## src/rtl/fpga_reset_seq_pkg.sv

```systemverilog
// Shared types and sizing helpers for the FPGA reset/start sequencer.
package fpga_reset_seq_pkg;

    typedef enum logic [2:0] {
        SYNC  = 3'd0,
        HOLD  = 3'd1,
        GAP_S = 3'd2,
        DLY   = 3'd3,
        DONE  = 3'd4
    } state_t;

    function automatic int cnt_width(input int hold, input int sgap, input int dgap);
        int m;
        m = hold;
        if (sgap > m) m = sgap;
        if (dgap > m) m = dgap;
        return (m < 1) ? 1 : $clog2(m + 1);
    endfunction

    function automatic int vec_width(input int resets, input int starts, input int delays);
        return resets + starts + delays;
    endfunction

endpackage

```

## src/rtl/fpga_reset_sync.sv

```systemverilog
// Two-flop reset synchronizer: asserts asynchronously, deasserts on the second clock edge.
module fpga_reset_sync (
    input  logic clk_i,
    input  logic rst_i,
    output logic rst_sync_o
);

    logic [1:0] sync_q;

    always_ff @(posedge clk_i or posedge rst_i) begin
        if (rst_i) sync_q <= 2'b11;
        else       sync_q <= {sync_q[0], 1'b0};
    end

    assign rst_sync_o = sync_q[1];

endmodule

```

## src/rtl/fpga_reset_seq.sv

```systemverilog
// Cycle-counted reset/start/delay release sequencer for emulated netlists.
// Define FPGA_RESET_SEQ_SOFT_EN to add the soft_req restart input.
module fpga_reset_seq
    import fpga_reset_seq_pkg::*;
#(
    parameter int RESETS      = 1,
    parameter int STARTS      = 0,
    parameter int DELAYS      = 0,
    parameter int HOLD_CYCLES = 16,
    parameter int START_GAP   = 8,
    parameter int DELAY_GAP   = 4
) (
    input  logic CLK,
    input  logic RESET,
`ifdef FPGA_RESET_SEQ_SOFT_EN
    input  logic soft_req,
`endif
    output logic [vec_width(RESETS, STARTS, DELAYS)-1:0] reset_n,
    output logic busy,
    output logic done
);

    localparam int W  = vec_width(RESETS, STARTS, DELAYS);
    localparam int CW = cnt_width(HOLD_CYCLES, START_GAP, DELAY_GAP);
    localparam int KW = (DELAYS > 1) ? $clog2(DELAYS) : 1;

    logic          rst_sync;
    logic          soft_w;
    state_t        state_q, state_d;
    logic [CW-1:0] cnt_q, cnt_d;
    logic [KW-1:0] k_q, k_d;
    logic [W-1:0]  rn_q, rn_d;
    logic          busy_q, busy_d;
    logic          done_q, done_d;
    logic          rel_r, rel_s, fin;

`ifdef FPGA_RESET_SEQ_SOFT_EN
    assign soft_w = soft_req;
`else
    assign soft_w = 1'b0;
`endif

    fpga_reset_sync u_sync (
        .clk_i      (CLK),
        .rst_i      (RESET),
        .rst_sync_o (rst_sync)
    );

    always_ff @(posedge CLK or posedge RESET) begin
        if (RESET) begin
            state_q <= SYNC;
            cnt_q   <= '0;
            k_q     <= '0;
            rn_q    <= '0;
            busy_q  <= 1'b1;
            done_q  <= 1'b0;
        end else begin
            state_q <= state_d;
            cnt_q   <= cnt_d;
            k_q     <= k_d;
            rn_q    <= rn_d;
            busy_q  <= busy_d;
            done_q  <= done_d;
        end
    end

    // The edge that leaves SYNC is the first hold cycle, hence the HOLD_CYCLES-2 threshold.
    always_comb begin
        state_d = state_q;
        cnt_d   = cnt_q;
        k_d     = k_q;
        rn_d    = rn_q;
        busy_d  = busy_q;
        done_d  = done_q;
        rel_r   = 1'b0;
        rel_s   = 1'b0;
        fin     = 1'b0;

        case (state_q)
            SYNC: begin
                if (!rst_sync) begin
                    if (HOLD_CYCLES <= 1) begin
                        rel_r = 1'b1;
                    end else begin
                        state_d = HOLD;
                        cnt_d   = '0;
                    end
                end
            end
            HOLD: begin
                if (int'(cnt_q) >= HOLD_CYCLES - 2) rel_r = 1'b1;
                else                                cnt_d = cnt_q + 1'b1;
            end
            GAP_S: begin
                if (int'(cnt_q) >= START_GAP - 1) rel_s = 1'b1;
                else                              cnt_d = cnt_q + 1'b1;
            end
            DLY: begin
                if (int'(cnt_q) >= DELAY_GAP - 1) begin
                    for (int i = 0; i < W; i++)
                        if (i == RESETS + STARTS + int'(k_q)) rn_d[i] = 1'b1;
                    cnt_d = '0;
                    if (int'(k_q) >= DELAYS - 1) fin = 1'b1;
                    else                         k_d = k_q + 1'b1;
                end else begin
                    cnt_d = cnt_q + 1'b1;
                end
            end
            DONE: ;
            default: state_d = SYNC;
        endcase

        if (rel_r) begin
            for (int i = 0; i < RESETS; i++) rn_d[i] = 1'b1;
            cnt_d = '0;
            k_d   = '0;
            if (STARTS > 0)      state_d = GAP_S;
            else if (DELAYS > 0) state_d = DLY;
            else                 fin = 1'b1;
        end

        if (rel_s) begin
            for (int i = 0; i < W; i++)
                if (i >= RESETS && i < RESETS + STARTS) rn_d[i] = 1'b1;
            cnt_d = '0;
            k_d   = '0;
            if (DELAYS > 0) state_d = DLY;
            else            fin = 1'b1;
        end

        if (fin) begin
            state_d = DONE;
            cnt_d   = '0;
            busy_d  = 1'b0;
            done_d  = 1'b1;
        end

        // Restart wins over any release scheduled for the same edge.
        if (soft_w && state_q != SYNC) begin
            state_d = HOLD;
            cnt_d   = '0;
            k_d     = '0;
            rn_d    = '0;
            busy_d  = 1'b1;
            done_d  = 1'b0;
        end
    end

    assign reset_n = rn_q;
    assign busy    = busy_q;
    assign done    = done_q;

endmodule

```

## config.mk

```make
export PLATFORM = sky130hd
export DESIGN_NAME = fpga_reset_seq
export DESIGN_NICKNAME = d
export VERILOG_FILES = /design/src/rtl/fpga_reset_seq_pkg.sv /design/src/rtl/fpga_reset_sync.sv /design/src/rtl/fpga_reset_seq.sv
export SDC_FILE = /design/constraint.sdc
export NUM_CORES = 1
export LEC_CHECK = 0
export CORE_AREA = 2 2 39 41
export DETAILED_ROUTE_END_ITERATION = 12
export DIE_AREA = 0 0 41 43
export SYNTH_ARGS = -nofsm -noshare
export SYNTH_HDL_FRONTEND = slang
export SYNTH_HIERARCHICAL = 1
export SYNTH_SLANG_ARGS = --single-unit
```

## constraint.sdc

```tcl
create_clock -name CLK -period 1.7 [get_ports CLK]
set_clock_uncertainty 0.1 [all_clocks]
set_input_delay 0.51 -clock CLK [delete_from_list [all_inputs] [get_ports CLK]]
set_output_delay 0.51 -clock CLK [all_outputs]
set_load 0.005 [all_outputs]
```

-- Yosys cells after proc, flatten, opt, wreduce, memory -nomap -nowiden
Cells that the tools add are included.
- flip-flop bits (word level): 14
- word-level logic and storage cells: 57
- add/subtract/negate cells: 2
- equal/unequal tests: 9
- magnitude comparators: 3
- mux-type cells: 25
- reduce and logical (&&, ||, !) cells: 11
- operators by type and width (operator ; number):
    $mux 5 ; 7
    $logic_not 32->1 ; 1
    $pmux 5 s4 ; 1
    $ne 5x5->1 const B ; 3
    $mux 1 ; 14
    $reduce_bool 2->1 ; 4
    $reduce_bool 7->1 ; 1
    $eq 3x2->1 const B ; 2
    $mux 3 ; 2
    $pmux 3 s2 ; 1
    $add 5x1->5 const B ; 1
    $ge 5x2->1 const B ; 1
    $ge 5x3->1 const B ; 1
    $ge 5x4->1 const B ; 1
    $reduce_and 4->1 ; 1
    $reduce_or 4->1 ; 1
    $eq 3x1->1 const B ; 1
    $eq 3x3->1 const B ; 1
    $logic_not 3->1 ; 1
    $ne 3x3->1 const B ; 1
    $reduce_and 3->1 ; 1
    $add 1x1->2 const A ; 1
    $ne 2x1->1 const B ; 1
    $reduce_and 2->1 ; 1

-- Depth between registers and ports, before layout
- depth after elaboration: 7
- depth in mapped cells: 5
- gate-level depth less buffers: 5

-- By module
Netlist, hierarchy kept.
- modules (own cells, without submodules) (module ; cells an instance ; seq. area each (µm²) ; area each (µm²) ; instances):
    fpga_reset_seq ; 45 ; 226.5 ; 445.4 ; 1
    fpga_reset_sync ; 4 ; 52.6 ; 60.1 ; 1

-- Worst setup path after synthesis
OpenSTA, ideal clock, no wires.
- path kind: register -> register
- start: reg cnt_q[0]
- end: reg cnt_q[0]
- buffers on the path: 0
- setup slack: 0.365 ns
- data arrival time: 1.139 ns
- cell stages (with the launch flop): 6
- path through: dfrtp_1 > inv_1 > ha_1 > o211ai_2 > nand3_1 > o31ai_1
- cells in the longest elaborated chain, start to end: 7
- elaborated cells on any way between the ends: 24
- those cells by class: 1 x add/sub; 3 x order compare; 3 x eq/ne; 15 x mux; 2 x reduce/logical
- ends and longest elaborated chain (item ; line ; text):
    from (decl) ; fpga_reset_seq.sv:30 ; logic [CW-1:0] cnt_q, cnt_d;
    from (signal assigned) ; fpga_reset_seq.sv:59 ; cnt_q <= cnt_d;
    $ge 5x2->1 or $ge 5x4->1 (tied branches) ; fpga_reset_seq.sv:99, fpga_reset_seq.sv:91 ;
    $mux 1 (on tied branches) ; fpga_reset_seq.sv:99, fpga_reset_seq.sv:91 ;
    $mux 1 ; fpga_reset_seq.sv:79 ; case (state_q)
    $mux 1 ; fpga_reset_seq.sv:113 ; if (rel_r) begin
    $mux 1 ; fpga_reset_seq.sv:122 ; if (rel_s) begin
    $ne 5x5->1 (no line) or $reduce_bool 7->1 (tied branches) ; - ;
    $reduce_and 4->1 (no line) ; - ;
Parallel ways exist; a longest one is shown, timed or not. The select of a mux whose other input is x is not followed.
A chain may end at the register's enable or synchronous reset.

==> impl_metrics.toml <==
[detailed_routing]
final_antenna_net_count = 0
top_layer = "met4"
dr.pass1.iters = 4
dr_total_vias = 357
viasPerCell = 4.96
avgRoutedWirePerCell_um = 11.0
dr.first_iter.drc_count = 12
drc = 0
wl_met3_um = 36
routed_wl_um = 792
met1_length_um = 403
wl_met2_um = 349

[synthesis]
synth_nets = 53
synth.top_cell.area_share = 0.396
ys_ff_latch = 11
synth_area_per_cell_um2 = 10.3
yosys_warnings = 6
yosys-top-cells-area = "dfrtp_1, dfstp_2, o21ai_0, inv_1, ha_1"
syn-cell-area_um2 = 505
synth_cell_types = 22
synth_top_cell_by_area = "dfrtp_1"
synth-seq-area-share = 0.552
syn_inst = 49

[clock_network]
clock-sinks = 11
clk_pin_slew_worst_paths_ns = 0.07
root_buffer = "clkbuf_4"
cts_made_buffers = 3
worstSkewPairLatency_ns = 0.26
cts_tree = "built"
htreeDepth = 1
cts_buffer_depth = 2
cts_hold_buf = 0

[worst_setup_path]
r2r_start = "cnt_q[0]"
cp_data_required_time_ns = 1.09
crit_fanout = 2
r2r_slack_ns = 0.19
end_kind = "primary output"
cp_data_arrival_time_ns = 1.02
crit_type = "register to primary output"
start_kind = "register"
rr_worst_depth = 5
r2r-end = "cnt_q[0]"
path_buf_inv = 2
slowest_delay_ns = 0.37
cp_top_family = "buffers and inverters"
crit_chain = "buf_4 -> dlygate4sd2_1"
cp_slowest_cell = "dfrtp_1"

[timing]
rsz0062_at_grt = "no"
period_needed_ns = 1.63
finalSetupTns_ns = 0
holdWs_ns = 0.263
finalHoldViolations = 0
drv_slew = 0
fin_crit_sh = 0.957
finalSetupViolations = 0
clock.fmax_mhz = 615

[global_route]
grt_usage = 0.118
antenna_found_initial = 0
grt_max_degree = 14
grt_pass1_wl_mm = 1.39
grt_overflow = 0
grt_pass1_vias = 329

[floorplan]
dieArea_mm2 = 0.00176
ioPinCount = 5
die_w_um = 41
fp.coreArea_mm2 = 0.00138
die_h_um = 43
initial_utilization = 0.365
rows = 14

[hold_path]
min_to = "u_sync/sync_q[1]"
holdPathStages = 0
min-delay-start = "u_sync/sync_q[0]"
hold_path.class = "register to register"

[place]
place_hpwl_um = 561
portBuffers = 4
gp_congestion = 0.661

[status]
outcome = "complete, no violations"

[cells_and_area]
diodes = 0
syn2layout_area_growth_pct = 15.6
nNetsFinal = 61
post_route_cells_drive_above_1_share = 0.161

[power_and_ir_drop]
p_leak_nw = 0.263
power_density_mw_per_mm2 = 770
ir_drop_mv = 0.494

[flow_run]
cap_violations = 0
==> report_power, final <==
group          leakage [nW]  internal, mW  total [mW]  switching, mW
registers             0.133         0.266       0.267       0.000743
logic                 0.115       0.00371      0.0113        0.00759
clock network        0.0150        0.0906       0.172         0.0813
total                 0.263         0.360       0.450         0.0897
==> what timing repair did <==
item                                    CTS  global route
resized for setup                         3             0
setup buffers                             1             0
endpoints found under the setup margin    3             0
==> synthesized netlist by cell type <==
cell       n
dfrtp_1    8
inv_1      7
o21ai_0    7
dfstp_2    3
nand3_1    3
a21oi_1    2
ha_1       2
nor2_1     2
o31ai_1    2
a211o_1    1
a2bb2oi_1  1
and2_1     1
buf_4      1
clkbuf_1   1
conb_1     1
mux2i_1    1
nand2b_1   1
nor2b_1    1
nor3_1     1
nor3b_1    1
o211ai_2   1
or2_2      1
==> final cells by class <==
type / count / area (um^2)
Sequential cell: 11 / 279
Timing Repair Buffer: 5 / 43.8
Tap cell: 16 / 20.0
Clock buffer: 4 / 26.3
Multi-Input combinational cell: 29 / 189
Inverter: 7 / 26.3
Fill cell: 133 / 800
==> layer usage <==
layer  global-route usage  vias to the layer above
met5                    0                        -
met4               0.0600                        0
met3               0.0524                        2
met1                0.159                      167
met2                0.156                        7
li1                     -                      181
==> metrics by stage <==
stage | cell area, um^2 | util | setup slack (ns) | power (mW) | instances
floorplan | 505 | - | 0.365 | 0.278 | 49
global placement | 554 | 0.401 | 0.0965 | 0.283 | 67
detailed placement | 554 | 0.401 | 0.0945 | 0.283 | 67
CTS | 584 | 0.422 | 0.0605 | 0.460 | 72
global route | 584 | 0.422 | 0.0260 | 0.472 | 72
finish | 584 | 0.422 | 0.0737 | 0.450 | 72
==> state kept, by name, indices dropped and copies added, names as in the netlist <==
| name | flops |
|---|---|
| busy | 1 |
| cnt_q | 5 |
| state_q | 2 |
| done | 1 |
| u_sync/sync_q | 2 |
==> placed cells by master (no fill, tap or decap), drive strengths merged <==
master and n:
ha 2, mux2i 1, nor3b 1, and2 1, dfrtp 8, a21oi 2, a211o 1, dlygate4sd2 3
o211ai 1, nand2b 1, o31ai 2, nor2 2, buf 1, nor3 1, a2bb2oi 1, or2 1
conb 1, clkdlybuf4s50 1, o21ai 7, dfstp 3, nor2b 1, clkbuf 4, nand3 3, inv 7
==> cell families (layout without fill, tap and decap cells) <==
family	count (synthesis)	after routing	share of synthesized area
DFF	11	11	0.552
AOI/OAI and AO/OA	14	14	0.178
adders and majority gates	2	2	0.0495
buffers and inverters	9	16	0.0743
other	1	1	0.00742
muxes	1	1	0.0198
and+or+nand+nor	11	11	0.119
==> worst max-delay path by stage <==
stage,startpoint,endpoint,slack (ns),cells past startpoint
floorplan,cnt_q[0],cnt_q[0],0.37,5
global placement,busy,busy,0.1,1
detailed placement,busy,busy,0.09,1
CTS,done,reset_n,0.06,2
global route,cnt_q[0],cnt_q[1],0.03,5
finish,done,reset_n,0.07,2
No activity file was read; power rests on OpenSTA's default activity.
